==> config.mk <==
export PLATFORM = sky130hd
export DESIGN_NAME = waterfall_ctrl_flat
export DESIGN_NICKNAME = d
export VERILOG_FILES = /design/src/rtl/waterfall_if.sv /design/src/rtl/waterfall_ctrl.sv /design/src/flat_wrapper.sv
export SDC_FILE = /design/constraint.sdc
export NUM_CORES = 1
export LEC_CHECK = 0
export ABC_AREA = 0
export CAP_MARGIN = 20
export CORE_ASPECT_RATIO = 1.5
export CORE_MARGIN = 5
export CORE_UTILIZATION = 43
export CTS_CLUSTER_SIZE = 28
export DETAILED_ROUTE_END_ITERATION = 7
export GPL_TIMING_DRIVEN = 0
export PLACE_DENSITY = 0.87
export SLEW_MARGIN = 20
export SYNTH_ARGS = -nofsm -noshare
export SYNTH_HDL_FRONTEND = slang
export SYNTH_SLANG_ARGS = --single-unit
==> constraint.sdc <==
create_clock -name clk -period 1.9 [get_ports clk]
set_input_delay 0.38 -clock clk [delete_from_list [all_inputs] [get_ports clk]]
set_output_delay 0.38 -clock clk [all_outputs]
set_load 0.01 [all_outputs]
==> src/rtl/waterfall_if.sv <==
// Bundles the bin stream, pixel read port, BRAM ports and status of the waterfall controller.
// master = sources/display/BRAM side, slave = the controller.
interface waterfall_if #(
  parameter int BINS_W  = 5,
  parameter int LINES_W = 4,
  parameter int DATA_W  = 8
);
  localparam int ADDR_W = LINES_W + BINS_W;

  logic [DATA_W-1:0]  bin_data;
  logic               bin_valid;
  logic               bin_last;
  logic               bin_ready;
  logic               freeze;
  logic               clear_req;
  logic               pix_req;
  logic [LINES_W-1:0] pix_row;
  logic [BINS_W-1:0]  pix_col;
  logic               pix_valid;
  logic [DATA_W-1:0]  pix_data;
  logic [ADDR_W-1:0]  ram_w_addr;
  logic               ram_w_en;
  logic [DATA_W-1:0]  ram_d_in;
  logic [ADDR_W-1:0]  ram_r_addr;
  logic               ram_r_en;
  logic [DATA_W-1:0]  ram_d_out;
  logic [LINES_W-1:0] head_line;
  logic               line_done;
  logic               drop_err;
  logic               busy;

  modport master (
    output bin_data, bin_valid, bin_last, freeze, clear_req,
    output pix_req, pix_row, pix_col, ram_d_out,
    input  bin_ready, pix_valid, pix_data,
    input  ram_w_addr, ram_w_en, ram_d_in, ram_r_addr, ram_r_en,
    input  head_line, line_done, drop_err, busy
  );

  modport slave (
    input  bin_data, bin_valid, bin_last, freeze, clear_req,
    input  pix_req, pix_row, pix_col, ram_d_out,
    output bin_ready, pix_valid, pix_data,
    output ram_w_addr, ram_w_en, ram_d_in, ram_r_addr, ram_r_en,
    output head_line, line_done, drop_err, busy
  );
endinterface

==> src/rtl/waterfall_ctrl.sv <==
// Circular waterfall store over a dual-port BRAM: bins write 1 cycle after accept, pixels return 2 cycles after request.
// bin_ready drops in CLEAR, on freeze and on clear_req; reads are never back-pressured.
module waterfall_ctrl #(
  parameter int BINS_W  = 5,
  parameter int LINES_W = 4,
  parameter int DATA_W  = 8
) (
  input logic        clk,
  input logic        reset_n,
  waterfall_if.slave wf
);
  localparam int ADDR_W = LINES_W + BINS_W;

  typedef enum logic {CLEAR = 1'b0, RUN = 1'b1} state_t;

  state_t             state_q, state_d;
  logic [ADDR_W-1:0]  sweep_q;
  logic [LINES_W-1:0] head_q, filled_q;
  logic [BINS_W-1:0]  col_q;
  logic               w_en_q;
  logic [ADDR_W-1:0]  w_addr_q;
  logic [DATA_W-1:0]  w_dat_q;
  logic               line_done_q, drop_err_q;
  logic               rd_req_q, rd_live_q, pix_vld_q, pix_live_q;
  logic [ADDR_W-1:0]  r_addr_q;
  logic [LINES_W-1:0] rd_line;
  logic               accept, col_end, commit, discard;

  assign accept  = wf.bin_valid && wf.bin_ready;
  assign col_end = &col_q;
  assign commit  = accept && col_end && wf.bin_last;
  assign discard = accept && (col_end ^ wf.bin_last);
  assign rd_line = head_q - wf.pix_row - LINES_W'(1);

  always_ff @(posedge clk or negedge reset_n) begin
    if (!reset_n) state_q <= CLEAR;
    else          state_q <= state_d;
  end

  always_comb begin
    state_d = state_q;
    case (state_q)
      CLEAR:   if (!wf.clear_req && (&sweep_q)) state_d = RUN;
      RUN:     if (wf.clear_req) state_d = CLEAR;
      default: state_d = CLEAR;
    endcase
  end

  // Write side: sweep writes in CLEAR, registered bin writes in RUN.
  always_ff @(posedge clk or negedge reset_n) begin
    if (!reset_n) begin
      sweep_q     <= '0;
      head_q      <= '0;
      filled_q    <= '0;
      col_q       <= '0;
      w_en_q      <= 1'b0;
      w_addr_q    <= '0;
      w_dat_q     <= '0;
      line_done_q <= 1'b0;
      drop_err_q  <= 1'b0;
    end else begin
      w_en_q      <= 1'b0;
      line_done_q <= 1'b0;
      drop_err_q  <= 1'b0;
      if (wf.clear_req) begin
        sweep_q  <= '0;
        head_q   <= '0;
        filled_q <= '0;
        col_q    <= '0;
      end else if (state_q == CLEAR) begin
        w_en_q   <= 1'b1;
        w_addr_q <= sweep_q;
        w_dat_q  <= '0;
        sweep_q  <= sweep_q + ADDR_W'(1);
      end else if (accept) begin
        w_en_q   <= 1'b1;
        w_addr_q <= {head_q, col_q};
        w_dat_q  <= wf.bin_data;
        if (commit) begin
          col_q       <= '0;
          head_q      <= head_q + LINES_W'(1);
          filled_q    <= (&filled_q) ? filled_q : filled_q + LINES_W'(1);
          line_done_q <= 1'b1;
        end else if (discard) begin
          // Partial data stays in the head line, which is never readable.
          col_q      <= '0;
          drop_err_q <= 1'b1;
        end else begin
          col_q <= col_q + BINS_W'(1);
        end
      end
    end
  end

  // Read side: rows at or beyond the filled count skip the BRAM and return zero.
  always_ff @(posedge clk or negedge reset_n) begin
    if (!reset_n) begin
      rd_req_q   <= 1'b0;
      rd_live_q  <= 1'b0;
      r_addr_q   <= '0;
      pix_vld_q  <= 1'b0;
      pix_live_q <= 1'b0;
    end else begin
      rd_req_q   <= wf.pix_req;
      rd_live_q  <= wf.pix_req && (wf.pix_row < filled_q);
      if (wf.pix_req) r_addr_q <= {rd_line, wf.pix_col};
      pix_vld_q  <= rd_req_q;
      pix_live_q <= rd_live_q;
    end
  end

  assign wf.bin_ready  = (state_q == RUN) && !wf.freeze && !wf.clear_req;
  assign wf.busy       = (state_q == CLEAR);
  assign wf.ram_w_en   = w_en_q;
  assign wf.ram_w_addr = w_addr_q;
  assign wf.ram_d_in   = w_dat_q;
  assign wf.ram_r_en   = rd_live_q;
  assign wf.ram_r_addr = r_addr_q;
  assign wf.pix_valid  = pix_vld_q;
  assign wf.pix_data   = pix_live_q ? wf.ram_d_out : '0;
  assign wf.head_line  = head_q;
  assign wf.line_done  = line_done_q;
  assign wf.drop_err   = drop_err_q;
endmodule
==> src/flat_wrapper.sv <==
// flat-port wrapper written by rule: the top's interface ports become plain ports
module waterfall_ctrl_flat 
#(
  parameter int BINS_W  = 5,
  parameter int LINES_W = 4,
  parameter int DATA_W  = 8
)
  (clk, reset_n, wf_bin_data, wf_bin_valid, wf_bin_last, wf_freeze, wf_clear_req, wf_pix_req, wf_pix_row, wf_pix_col, wf_ram_d_out, wf_bin_ready, wf_pix_valid, wf_pix_data, wf_ram_w_addr, wf_ram_w_en, wf_ram_d_in, wf_ram_r_addr, wf_ram_r_en, wf_head_line, wf_line_done, wf_drop_err, wf_busy);
  waterfall_if #(.BINS_W(BINS_W), .LINES_W(LINES_W), .DATA_W(DATA_W)) wf_i ();
  input logic clk;
  input logic reset_n;
  input wire logic [$bits(wf_i.bin_data)-1:0] wf_bin_data;
  input wire logic [$bits(wf_i.bin_valid)-1:0] wf_bin_valid;
  input wire logic [$bits(wf_i.bin_last)-1:0] wf_bin_last;
  input wire logic [$bits(wf_i.freeze)-1:0] wf_freeze;
  input wire logic [$bits(wf_i.clear_req)-1:0] wf_clear_req;
  input wire logic [$bits(wf_i.pix_req)-1:0] wf_pix_req;
  input wire logic [$bits(wf_i.pix_row)-1:0] wf_pix_row;
  input wire logic [$bits(wf_i.pix_col)-1:0] wf_pix_col;
  input wire logic [$bits(wf_i.ram_d_out)-1:0] wf_ram_d_out;
  output wire logic [$bits(wf_i.bin_ready)-1:0] wf_bin_ready;
  output wire logic [$bits(wf_i.pix_valid)-1:0] wf_pix_valid;
  output wire logic [$bits(wf_i.pix_data)-1:0] wf_pix_data;
  output wire logic [$bits(wf_i.ram_w_addr)-1:0] wf_ram_w_addr;
  output wire logic [$bits(wf_i.ram_w_en)-1:0] wf_ram_w_en;
  output wire logic [$bits(wf_i.ram_d_in)-1:0] wf_ram_d_in;
  output wire logic [$bits(wf_i.ram_r_addr)-1:0] wf_ram_r_addr;
  output wire logic [$bits(wf_i.ram_r_en)-1:0] wf_ram_r_en;
  output wire logic [$bits(wf_i.head_line)-1:0] wf_head_line;
  output wire logic [$bits(wf_i.line_done)-1:0] wf_line_done;
  output wire logic [$bits(wf_i.drop_err)-1:0] wf_drop_err;
  output wire logic [$bits(wf_i.busy)-1:0] wf_busy;
  assign wf_i.bin_data = wf_bin_data;
  assign wf_i.bin_valid = wf_bin_valid;
  assign wf_i.bin_last = wf_bin_last;
  assign wf_i.freeze = wf_freeze;
  assign wf_i.clear_req = wf_clear_req;
  assign wf_i.pix_req = wf_pix_req;
  assign wf_i.pix_row = wf_pix_row;
  assign wf_i.pix_col = wf_pix_col;
  assign wf_i.ram_d_out = wf_ram_d_out;
  assign wf_bin_ready = wf_i.bin_ready;
  assign wf_pix_valid = wf_i.pix_valid;
  assign wf_pix_data = wf_i.pix_data;
  assign wf_ram_w_addr = wf_i.ram_w_addr;
  assign wf_ram_w_en = wf_i.ram_w_en;
  assign wf_ram_d_in = wf_i.ram_d_in;
  assign wf_ram_r_addr = wf_i.ram_r_addr;
  assign wf_ram_r_en = wf_i.ram_r_en;
  assign wf_head_line = wf_i.head_line;
  assign wf_line_done = wf_i.line_done;
  assign wf_drop_err = wf_i.drop_err;
  assign wf_busy = wf_i.busy;
  waterfall_ctrl #(.BINS_W(BINS_W), .LINES_W(LINES_W), .DATA_W(DATA_W)) u_core (.clk(clk), .reset_n(reset_n), .wf(wf_i));
endmodule
Yosys cells after proc, flatten, opt, wreduce, memory -nomap -nowiden
Cells that the tools add are included.
{"block": "word_totals", "in_bits": 32, "mem_count": 0, "wordCells": 84, "ff_bits": 56, "output_inout_bits": 45, "ramBits": 0, "latchBits": 0, "mem_bits_ro": 0}
{"block": "classes", "add_sub_neg": 6, "n_eq_ne": 3, "muxes": 36, "n_bitwise": 3, "reduce_logical": 20, "mul": 0, "div": 0, "order_cmp": 1, "shift": 0}
{"operator": "$mux 4", "n": 9}
{"operator": "$mux 9", "n": 4}
{"operator": "$mux 5", "n": 5}
{"operator": "$mux 8", "n": 3}
{"operator": "$mux 1", "n": 14}
{"operator": "$add 9x1->9 const B", "n": 1}
{"operator": "$reduce_and 9->1", "n": 1}
{"operator": "$add 4x1->4 const B", "n": 2}
{"operator": "$logic_and 1x1->1", "n": 8}
{"operator": "$reduce_and 4->1", "n": 2}
{"operator": "$ne 2x2->1 const B", "n": 3}
{"operator": "$reduce_bool 2->1", "n": 3}
{"operator": "$add 5x1->5 const B", "n": 1}
{"operator": "$reduce_and 5->1", "n": 1}
{"operator": "$lt 4x4->1", "n": 1}
{"operator": "$reduce_and 2->1", "n": 2}
{"operator": "$sub 4x1->4 const B", "n": 1}
{"operator": "$sub 4x4->4", "n": 1}
{"operator": "$reduce_and 3->1", "n": 1}
{"operator": "$logic_not 1->1", "n": 2}
{"operator": "$not 1->1", "n": 2}
{"operator": "$pmux 1 s2", "n": 1}
{"operator": "$xor 1x1->1", "n": 1}

Longest topological paths before layout
Gate-level depths: netlist of run 1.
{"block": "logic_depth", "depth_word": 10, "depth_mapped": 7, "mapped_depth_nobuf": 7}

Least setup slack after synthesis of run 1
OpenSTA, ideal clock, no wires.
{"block": "synth_path", "path_type": "register -> register", "from": "reg u_core.col_q[0]", "to": "reg u_core.filled_q[3]", "t_arrival_ns": 1.668, "n_path_buf": 0, "slack_ns": 0.102, "path_stages_with_launch": 8, "required_time_ns": 1.770, "path_cell_list": "dfrtp_1 -> ha_1 -> and3_1 -> ha_1 -> nand2_2 -> a311oi_4 -> nand4_1 -> mux2i_1"}
{"block": "synth_between", "elab_chain_cells": 5}
{"item": "from (decl)", "line": "waterfall_ctrl.sv:19", "text": "logic [BINS_W-1:0] col_q;"}
{"item": "from (signal assigned)", "line": "waterfall_ctrl.sv:89", "text": "col_q <= col_q + BINS_W'(1);"}
{"item": "$reduce_and 5->1", "line": "waterfall_ctrl.sv:30", "text": "assign col_end = &col_q;"}
{"item": "$logic_and 1x1->1 (2 in series)", "line": "waterfall_ctrl.sv:31", "text": "assign commit = accept && col_end && wf.bin_last;"}
{"item": "$reduce_bool 2->1 (no source line)"}
{"item": "$reduce_and 4->1 (no source line)"}
{"item": "to (signal assigned)", "line": "waterfall_ctrl.sv:82", "text": "filled_q <= (&filled_q) ? filled_q : filled_q + LINES_W'(1);"}
{"item": "to (decl)", "line": "waterfall_ctrl.sv:18", "text": "logic [LINES_W-1:0] head_q, filled_q;"}
No other way between the ends.
A chain may end at the register's enable or synchronous reset.

Worst setup path after layout of run 1
{"block": "layout_path", "from": "in wf_ram_d_out[6]", "to": "out wf_pix_data[6]"}
{"block": "layout_between", "elab_chain_cells": 1}
{"item": "from (decl)", "line": "flat_wrapper.sv:20", "text": "input wire logic [$bits(wf_i.ram_d_out)-1:0] wf_ram_d_out;"}
{"item": "$mux 8", "line": "waterfall_ctrl.sv:120", "text": "assign wf.pix_data = pix_live_q ? wf.ram_d_out : '0;"}
{"item": "to (decl)", "line": "flat_wrapper.sv:23", "text": "output wire logic [$bits(wf_i.pix_data)-1:0] wf_pix_data;"}
No other way between the ends.

==> results of run 1 <==
metal layers:
metal / wire length, um / up-vias / global-route usage (%)
li1: - / 1006 / -
met1: 2344 / 1050 / 19.20
met4: 68 / 0 / 4.198
met5: 0 / - / 0
met3: 408 / 9 / 4.315
met2: 3374 / 62 / 29.69
registers in the layout (all words and copies together), names as in the netlist:
| register | count |
|---|---|
| u_core.col_q | 5 |
| u_core.filled_q | 4 |
| u_core.pix_live_q | 1 |
| u_core.rd_req_q | 1 |
| u_core.state_q | 1 |
| u_core.sweep_q | 9 |
| u_core.wf.drop_err | 1 |
| u_core.wf.head_line | 4 |
| u_core.wf.line_done | 1 |
| u_core.wf.pix_valid | 1 |
| u_core.wf.ram_d_in | 8 |
| u_core.wf.ram_r_addr | 9 |
| u_core.wf.ram_r_en | 1 |
| u_core.wf.ram_w_addr | 9 |
| u_core.wf.ram_w_en | 1 |
through the flow:
stage,util (%),cells,setup slack (ns),setup TNS (ns),power (mW)
3_5_place_dp,57.94,388,-0.5506,-3.659,1.563
5_1_grt,61.09,403,0.0008237,0,2.315
3_3_place_gp,57.99,388,-1.206,-70.45,1.557
4_1_cts,60.37,399,0.009834,0,2.228
6_report,61.09,403,0.02875,0,2.207
2_1_floorplan,-,238,0.1020,0,1.371
logic make-up after synthesis:
group,share of synthesized area [%]
mux,7.527
buf+inv,3.225
xor+xnor,3.600
simple gates,16.08
compound gates,10.85
flops,52.36
fa+ha+maj,6.358
worst reg2reg max path, cell delays in order, from the launching register on:
cell,delay (ns)
sky130_fd_sc_hd__dfrtp_1,0.38
sky130_fd_sc_hd__ha_1,0.20
sky130_fd_sc_hd__and3_1,0.22
sky130_fd_sc_hd__ha_4,0.20
sky130_fd_sc_hd__nand2_4,0.10
sky130_fd_sc_hd__a311oi_4,0.25
sky130_fd_sc_hd__buf_4,0.18
sky130_fd_sc_hd__xnor2_1,0.11
sky130_fd_sc_hd__nor2_1,0.06
layout make-up:
class / instances / area (um^2)
fillers: 505 / 2369
inverters: 9 / 33.78
clock inverters: 1 / 7.507
plain buffers: 8 / 70.07
repair buffers: 84 / 819.5
well taps: 74 / 92.59
flip-flops and latches: 56 / 1403
clock buffers: 7 / 86.33
multi-input cells: 164 / 1206
what timing repair did:
item                       CTS  global route
buffers inserted             4             4
gates cloned                 0             0
pin swaps                    1             1
setup endpoints to repair    7             7
resized for setup           13             5
power breakdown:
group / leakage, nW / internal [mW] / switching (mW)
Combinational: 0.902 / 0.162 / 0.120
Clock: 0.0445 / 0.297 / 0.373
Sequential: 0.745 / 1.23 / 0.0249
Total: 1.69 / 1.69 / 0.519
worst paths after layout:
check	end	slack, ns	depth (start not counted)
max	wf_pix_data[6]	0.03	3
min	u_core.wf.ram_r_addr[5]	0.10	1
max reg2reg	u_core.filled_q[0]	0.10	8
min reg2reg	u_core.wf.pix_valid	0.36	0
max in group asynchronous	u_core.pix_live_q	1.29	1
min in group clk	u_core.wf.pix_valid	0.36	0
placed cells by master, fill, tap and decap left out, drive strengths merged, types with 7 or more instances in the layout:
cell,count
dfrtp,56
clkbuf,10
ha,12
buf,14
xnor2,8
inv,9
a21oi,12
clkdlybuf4s50,67
o21ai,15
nand2b,7
a22o,8
nand2,16
and2,8
nand3,9
mux2i,10
nor2,20
mux2,9
==> summary.md, run 1 <==
| Metric | Value |
|---|---|
| Tcrit/Tclk final | `98.49%` |
| Dominant synthesized flop cell | `sky130_fd_sc_hd__dfrtp_1` |
| DRC violation count after routing | `0` |
| Placement Cell Area | `3527 um^2` |
| Kind of start point of the critical path | `primary input` |
| Transition time at the pin with the least slew margin | `0.6944 ns` |
| Worst slew margin | `53.71%` |
| Sequential-to-total area share from yosys stat | `52.36%` |
| Clock tree skew after final layout | `0.004920 ns` |
| TritonCTS buffer count | `5` |
| Via count of the first global-routing pass | `2210` |
| First-pass GRT wire length | `10.46 mm` |
| Run status | `complete, no violations` |
| Ant. Diodes | `0` |
| Proportion of synthesized flip-flops having asynchronous set or reset | `100.0%` |
| Yosys Warn Count | `0` |
| Largest delay contributor family on the critical path | `buffers and inverters` |
| Post-synthesis register bit count | `56` |
| Starting DRC count in detailed routing | `137` |
| Final Max Tran Viols | `0` |
| Final Hold Fails | `0` |
| Height of the chip | `106.6 um` |
| Drt total wl | `6.195 mm` |
| Share of cells above drive strength 1 | `11.85%` |
| Max Cap Violations | `0` |
| Overflow left after global routing | `0` |
| Maximum achievable frequency | `0.5344 GHz` |
| Global router's overall resource usage | `16.60%` |
| Hold bufs inserted after CTS | `0` |
| Worst-Skew Late Latency | `0.30 ns` |
| Period minus WS final | `1.871 ns` |
| Post-synth EDFFs | `0` |
| Total of buffers placed on input and output ports | `76` |
| Area of the placeable core | `6087 um^2` |
| Routability-driven placement congestion ratio | `0.8696` |
| Critical path's slowest cell | `sky130_fd_sc_hd__clkdlybuf4s50_1` |
| Starting density of the core | `43.97%` |
| Buf/Inv on CP | `2` |
| VDD IR max | `475.0 uV` |
| Pin count of the biggest net entering global routing | `57` |
| Antenna violations before repair | `0` |
| Placement Rows | `35` |
| Post-Syn Instances | `238` |
| Worst-case clock buffer depth | `2` |
| NumNets Final | `373` |
| Initial DRT Pass Iterations | `4` |
| Final count of negative-setup-slack endpoints | `0` |
| Share of Yosys cell area claimed by the top area cell type | `52.36%` |
| Average via count per standard cell | `5.278` |
| Cell with the most instances after synthesis | `sky130_fd_sc_hd__dfrtp_1` |
| Die area | `7935 um^2` |
| Clock slew at reported path FFs | `0.09 ns` |
| Layout-stage area growth over the synthesis result | `38.94%` |
| H-tree levels | `2` |
| Most frequent CP cell | `sky130_fd_sc_hd__clkdlybuf4s50_1` |
| Commonest cells in the synthesized netlist | `sky130_fd_sc_hd__dfrtp_1, sky130_fd_sc_hd__nor2_1, sky130_fd_sc_hd__nand2_1, sky130_fd_sc_hd__o21ai_0` |
| Start point of the critical path | `wf_ram_d_out[6]` |
| Routed wire per std cell | `15.37 um` |
| RSZ-0062 raised after global routing | `false` |
| Type of the tightest min-delay check | `primary input to asynchronous set/reset pin` |
| Syn_nets | `283` |
| Endpoint class of the critical path | `output pin` |
| Hpwl dp | `4.712 mm` |
| Power per cell area | `593.4 nW/um^2` |
| DR vias | `2127` |
| Per-instance average area after synthesis | `11.25 um^2` |
| Finished layout cell area | `3719 um^2` |
| Post-synthesis cell type with the largest combined area | `sky130_fd_sc_hd__dfrtp_1` |
| Count of clock tree sinks | `56` |
| Fin Hold WS | `0.1032 ns` |
| Unique cell type count in the Yosys netlist | `37` |
| Top post-synthesis cells by area | `sky130_fd_sc_hd__dfrtp_1, sky130_fd_sc_hd__ha_1, sky130_fd_sc_hd__mux2_2` |
| Required time of the critical path | `1.52 ns` |
| Worst path cell trace | `clkdlybuf4s50_1 > and2_1 > clkdlybuf4s50_1` |
| Buffer cell driving the clock tree root | `sky130_fd_sc_hd__clkbuf_8` |
| CTS tree | `done` |
| Remaining antenna violation count | `0` |
| Category of the critical setup timing path | `primary input to output pin` |
| Post-synthesis instance area | `2676 um^2` |
| Crit path DAT | `1.49 ns` |
| CP max stage delay | `0.54 ns` |
| Chip Width | `74.42 um` |
| Biggest fanout along the worst timing path | `1` |
| IO Count | `77` |
| FF-to-FF Start | `u_core.col_q[0]` |
| Static Leakage | `1.691 nW` |
Note: power is estimated with default switching activity, not from simulation.
==> run 2: changes to the inputs <==
--- a/config.mk
+++ b/config.mk
@@ -8,12 +8,11 @@
 export ABC_AREA = 0
 export CAP_MARGIN = 20
 export CORE_ASPECT_RATIO = 1.5
-export CORE_MARGIN = 5
-export CORE_UTILIZATION = 43
+export CORE_UTILIZATION = 31
 export CTS_CLUSTER_SIZE = 28
 export DETAILED_ROUTE_END_ITERATION = 7
 export GPL_TIMING_DRIVEN = 0
-export PLACE_DENSITY = 0.87
+export PLACE_DENSITY_LB_ADDON = 0.1
 export SLEW_MARGIN = 20
 export SYNTH_ARGS = -nofsm -noshare
 export SYNTH_HDL_FRONTEND = slang
==> run 2 against run 1 <==
Clock power grew 56%; clock skew shrank 0.0012 ns; via count shrank 4.4%; sequential share of layout area shrank 1.3 points; critical path depth is the same; global-route usage shrank 2.1 points; critical endpoint is now wf_pix_data[4]; flip-flop and latch count is the same; total power grew 17%; largest cell class unchanged; first-iteration DRC count shrank 58%; routed wire length shrank 1.9%; worst setup slack gained 0.0041 ns.
==> summary.md, run 2 (synthesis results as in run 1) <==
| Metric | Value |
|---|---|
| Starting DRC count in detailed routing | `57` |
| Biggest fanout along the worst timing path | `1` |
| Worst-case setup margin in the final layout | `0.03289 ns` |
| Power per cell area | `674.0 nW/um^2` |
| Routability-driven placement congestion ratio | `0.7849` |
| Clock slew at reported path FFs | `0.07 ns` |
| H-tree levels | `2` |
| Tcrit/Tclk final | `98.27%` |
| Finished layout cell area | `3845 um^2` |
| Static Leakage | `1.660 nW` |
| Crit path DAT | `1.49 ns` |
| Buffer cell driving the clock tree root | `sky130_fd_sc_hd__clkbuf_16` |
| Final count of negative-setup-slack endpoints | `0` |
| Layout-stage area growth over the synthesis result | `43.67%` |
| Share of cells above drive strength 1 | `11.89%` |
| VDD IR max | `546.8 uV` |
| Top library cells by usage in the layout, fill and taps aside | `sky130_fd_sc_hd__clkdlybuf4s50_1, sky130_fd_sc_hd__dfrtp_1, sky130_fd_sc_hd__nor2_1` |
| Max Cap Violations | `0` |
| Period minus WS final | `1.867 ns` |
| Placement Cell Area | `3588 um^2` |
| TritonCTS buffer count | `5` |
| Final Max Tran Viols | `0` |
| Category of the critical setup timing path | `primary input to output pin` |
| Worst-Skew Late Latency | `0.29 ns` |
| Overflow left after global routing | `0` |
| CTS tree | `done` |
| Final standard cell utilization of the core | `45.70%` |
| Die area | `9017 um^2` |
| Height of the chip | `115.8 um` |
| Remaining antenna violation count | `0` |
| Pin count of the biggest net entering global routing | `35` |
| Antenna violations before repair | `0` |
| Drt total wl | `6.077 mm` |
| Starting density of the core | `31.81%` |
| Fin cells | `435` |
| Clock tree skew after final layout | `0.003707 ns` |
| Via count of the first global-routing pass | `1958` |
| Chip Width | `77.87 um` |
| Transition time at the pin with the least slew margin | `0.5269 ns` |
| Placed instance count | `422` |
| Initial DRT Pass Iterations | `4` |
| Routed wire per std cell | `13.97 um` |
| Fin Hold WS | `0.3590 ns` |
| NumNets Final | `372` |
| Global router's overall resource usage | `14.51%` |
| Final Hold Fails | `0` |
| Type of the tightest min-delay check | `flip-flop to flip-flop` |
| Average via count per standard cell | `4.676` |
| Worst slew margin | `64.87%` |
| Hpwl dp | `4.545 mm` |
| DR vias | `2034` |
| Run status | `complete, no violations` |
| Required time of the critical path | `1.52 ns` |
| Total of buffers placed on input and output ports | `76` |
| Placement Rows | `41` |
| DRC violation count after routing | `0` |
| Ant. Diodes | `0` |
| Area of the placeable core | `8413 um^2` |
| Post-place setup slack | `-0.6215 ns` |
| Kind of start point of the critical path | `primary input` |
| First-pass GRT wire length | `9.887 mm` |
| Most common cell after layout, fill and taps aside | `sky130_fd_sc_hd__clkdlybuf4s50_1` |
| IO Count | `77` |
| Worst-case clock buffer depth | `2` |
| Endpoint class of the critical path | `output pin` |
| Count of clock tree sinks | `56` |
| Maximum achievable frequency | `0.5356 GHz` |
## run 2: changes by cell type in the layout (fill, tap and decap cells not counted), moves of 2 or more
cell	delta
sky130_fd_sc_hd__buf_4	-3
sky130_fd_sc_hd__clkbuf_16	+5
sky130_fd_sc_hd__clkbuf_8	-6
sky130_fd_sc_hd__clkdlybuf4s50_1	+5
sky130_fd_sc_hd__dlygate4sd2_1	-4
sky130_fd_sc_hd__dlymetal6s2s_1	-2
## run 2: routing by layer
| metal | GRT usage (%) | part of all wire [%] |
|---|---|---|
| met5 | 0 | 0 |
| met4 | 6.415 | 1.6 |
| met1 | 17.84 | 44 |
| met3 | 2.598 | 3.4 |
| met2 | 24.84 | 51 |
## run 2: per-stage QoR
stage / setup TNS, ns / power (mW)
2_1_floorplan: 0 / 1.371
3_3_place_gp: -87.46 / 1.563
3_5_place_dp: -4.797 / 1.569
4_1_cts: 0 / 2.643
5_1_grt: -0.0004428 / 2.714
6_report: 0 / 2.592
## run 2: final timing paths
kind,to,slack (ns),cells after the start,start
worst min-delay path,u_core.wf.pix_valid,0.36,0,u_core.rd_req_q
max in group asynchronous,u_core.filled_q[1],0.90,3,reset_n
worst min register to register,u_core.wf.pix_valid,0.36,0,u_core.rd_req_q
min in group asynchronous,u_core.sweep_q[5],0.52,2,reset_n
worst max-delay path,wf_pix_data[4],0.03,3,wf_ram_d_out[4]
worst max register to register,u_core.filled_q[3],0.11,7,u_core.col_q[1]
## run 2: where the power goes
group          internal, mW  switching, mW  total, mW  leakage (nW)
Combinational         0.169          0.120      0.289         0.834
Sequential             1.23         0.0246       1.25         0.747
Clock                 0.620          0.429       1.05        0.0798
## run 2: critical path, stage by stage
cell and delay (ns):
sky130_fd_sc_hd__clkdlybuf4s50_1 0.45, sky130_fd_sc_hd__and2_1 0.13, sky130_fd_sc_hd__clkdlybuf4s50_1 0.53
## run 2: cell type report
class / count / area, um^2
Buffer: 8 / 70.07
Clock inverter: 3 / 42.54
Timing Repair Buffer: 83 / 827.0
Tap cell: 107 / 133.9
Clock buffer: 5 / 125.1
Inverter: 9 / 33.78
Fill cell: 838 / 4568
Multi-Input combinational cell: 164 / 1211
Sequential cell: 56 / 1401
## run 2: what timing repair did
action	4_1_cts	5_1_grt
hold buffers	1	0
cloned	0	0
pin swaps	1	2
gates resized for setup	11	4
setup endpoints to repair	15	5
hold endpoints to repair	22	0
buffers inserted	3	2
==> run 3: changes to the inputs <==
--- a/config.mk
+++ b/config.mk
@@ -7,9 +7,7 @@
 export LEC_CHECK = 0
 export ABC_AREA = 0
 export CAP_MARGIN = 20
-export CORE_ASPECT_RATIO = 1.5
 export CORE_UTILIZATION = 31
-export CTS_CLUSTER_SIZE = 28
 export DETAILED_ROUTE_END_ITERATION = 7
 export GPL_TIMING_DRIVEN = 0
 export PLACE_DENSITY_LB_ADDON = 0.1
==> run 3 against run 2 <==
Via count up 0.44%; critical path depth unchanged; clock power down 35%; clock skew up 0.0084 ns; count of clock-buffer cells in the layout unchanged; first-iteration DRC count down 30%; sequential share of layout area up 0.29 points; maximum frequency up 0.31%; combinational power about the same; critical endpoint is now wf_pix_data[0]; largest cell class unchanged.
==> summary.md, run 3 (synthesis results as in run 1) <==
| Metric | Value |
|---|---|
| Hpwl dp | `4.383 mm` |
| Period minus WS final | `1.861 ns` |
| Fillers | `815` |
| Run status | `complete, no violations` |
| Combinational fraction of design power | `13.1%` |
| Net switching power of the design | `0.5599 mW` |
| Hold Crit Start | `u_core.rd_req_q` |
| Antenna violations before repair | `0` |
| Total of buffers placed on input and output ports | `76` |
| Buffer cell driving the clock tree root | `sky130_fd_sc_hd__clkbuf_8` |
| Transition time at the pin with the least slew margin | `0.5428 ns` |
| Worst-case setup margin in the final layout | `0.03870 ns` |
| Max Cap Violations | `0` |
| CTS tree | `done` |
| Routed wire per std cell | `14.08 um` |
| Overflow left after global routing | `0` |
| Most common cell after layout, fill and taps aside | `sky130_fd_sc_hd__clkdlybuf4s50_1` |
| Category of the critical setup timing path | `primary input to output pin` |
| Share of cells above drive strength 1 | `12.99%` |
| Static Leakage | `1.685 nW` |
| Clock slew at reported path FFs | `0.10 ns` |
| VDD IR max | `265.6 uV` |
| R2R cell count | `8` |
| Share of total power in sequential cells | `56.4%` |
| Share of total power consumed by net switching | `25.20%` |
| NumNets Final | `375` |
| FF-to-FF Start | `u_core.col_q[1]` |
| Top library cells by usage in the layout, fill and taps aside | `sky130_fd_sc_hd__clkdlybuf4s50_1, sky130_fd_sc_hd__dfrtp_1, sky130_fd_sc_hd__nor2_1` |
| Clock network power share | `30.5%` |
| Ant. Diodes | `0` |
| Starting density of the core | `32.25%` |
| Layout-stage area growth over the synthesis result | `42.54%` |
| Final Max Tran Viols | `0` |
| Starting DRC count in detailed routing | `40` |
| Kind of start point of the critical path | `primary input` |
| Final Hold Fails | `0` |
| RSZ-0062 raised after global routing | `false` |
| Crit path DAT | `1.48 ns` |
| Biggest fanout along the worst timing path | `1` |
| Routability-driven placement congestion ratio | `0.7565` |
| Drt total wl | `6.139 mm` |
| Power, Total | `2.221 mW` |
| Placement Cell Area | `3593 um^2` |
| Tcrit/Tclk final | `97.96%` |
| First-pass GRT wire length | `10.04 mm` |
| H-tree levels | `2` |
| Height of the chip | `94.92 um` |
| Remaining antenna violation count | `0` |
| DR vias | `2043` |
| Worst slew margin | `63.81%` |
| Area of the multi-input gates | `1232 um^2` |
| Storage element area | `1401 um^2` |
| Via count of the first global-routing pass | `2007` |
| Chip Width | `94.92 um` |
| Worst-case clock buffer depth | `2` |
| Count of clock tree sinks | `56` |
| Initial DRT Pass Iterations | `4` |
| DRC violation count after routing | `0` |
| Area of the placeable core | `8299 um^2` |
| Internal power | `1.662 mW` |
| IO Count | `77` |
| Pin count of the biggest net entering global routing | `54` |
| Endpoint class of the critical path | `output pin` |
| Required time of the critical path | `1.52 ns` |
| Global router's overall resource usage | `14.63%` |
| TritonCTS buffer count | `5` |
| Finished layout cell area | `3815 um^2` |
| Type of the tightest min-delay check | `flip-flop to flip-flop` |
| Worst-Skew Late Latency | `0.32 ns` |
| Placement Rows | `33` |
| Die area | `9009 um^2` |
| Hold Crit Depth | `0` |
| Final count of negative-setup-slack endpoints | `0` |
| Power per cell area | `582.3 nW/um^2` |
| Clock tree skew after final layout | `0.01209 ns` |
| Post-place setup slack | `-0.5683 ns` |
| Maximum achievable frequency | `0.5373 GHz` |
| Fin Hold WS | `0.3613 ns` |
| Start point of the critical path | `wf_ram_d_out[0]` |
| Average via count per standard cell | `4.686` |
## run 3: critical path, stage by stage
cell	delay (ns)
sky130_fd_sc_hd__clkdlybuf4s50_1	0.46
sky130_fd_sc_hd__and2_1	0.12
sky130_fd_sc_hd__clkdlybuf4s50_1	0.52
## run 3: area by class of cell
cell class                      instances  area share [%]
Tap cell                              105           3.444
Sequential cell                        56           36.73
Timing Repair Buffer                   86           22.43
Multi-Input combinational cell        164           32.31
Buffer                                  8           1.837
Clock buffer                            5           1.804
Clock inverter                          3          0.5576
Inverter                                9          0.8855
## run 3: routing by layer
layer  track usage [%]  part of all wire [%]  vias up
met5                 0                     0        -
met4             3.788                  0.98        0
met3             3.382                   6.0        5
met2             22.78                    44       51
met1             20.36                    49      976
li1                  -                     -     1011
## run 3: metrics by stage
step / std cells / setup TNS (ns) / utilization [%]
5_1_grt: 436 / 0 / 45.97
3_3_place_gp: 419 / -86.35 / 43.00
6_report: 436 / 0 / 45.97
4_1_cts: 432 / 0 / 45.24
2_1_floorplan: 238 / 0 / -
3_5_place_dp: 420 / -3.799 / 43.30
## run 3: what timing repair did
action | 4_1_cts | 5_1_grt
pin swaps | 1 | 3
hold buffers | 1 | 0
cloned | 0 | 0
buffers inserted | 4 | 4
resized for setup | 12 | 9
hold endpoints to repair | 3 | 0
endpoints found under the setup margin | 6 | 7
## run 3: path summary, 6_finish.rpt
check | end | slack, ns
setup reg to reg | u_core.filled_q[0] | 0.11
hold reg to reg | u_core.wf.pix_valid | 0.36
hold / removal | u_core.wf.pix_valid | 0.36
max in group asynchronous | u_core.col_q[0] | 1.05
setup / recovery | wf_pix_data[0] | 0.04
min in group asynchronous | u_core.wf.ram_r_addr[2] | 0.41
## run 3: power groups by stage
stage	Sequential (mW)	Clock, mW	Combinational [mW]
CTS	1.25	0.706	0.299
global placement	1.28	0	0.287
finish	1.25	0.678	0.292
floorplan	1.29	0	0.0827
detailed placement	1.28	0	0.294
global route	1.26	0.749	0.321
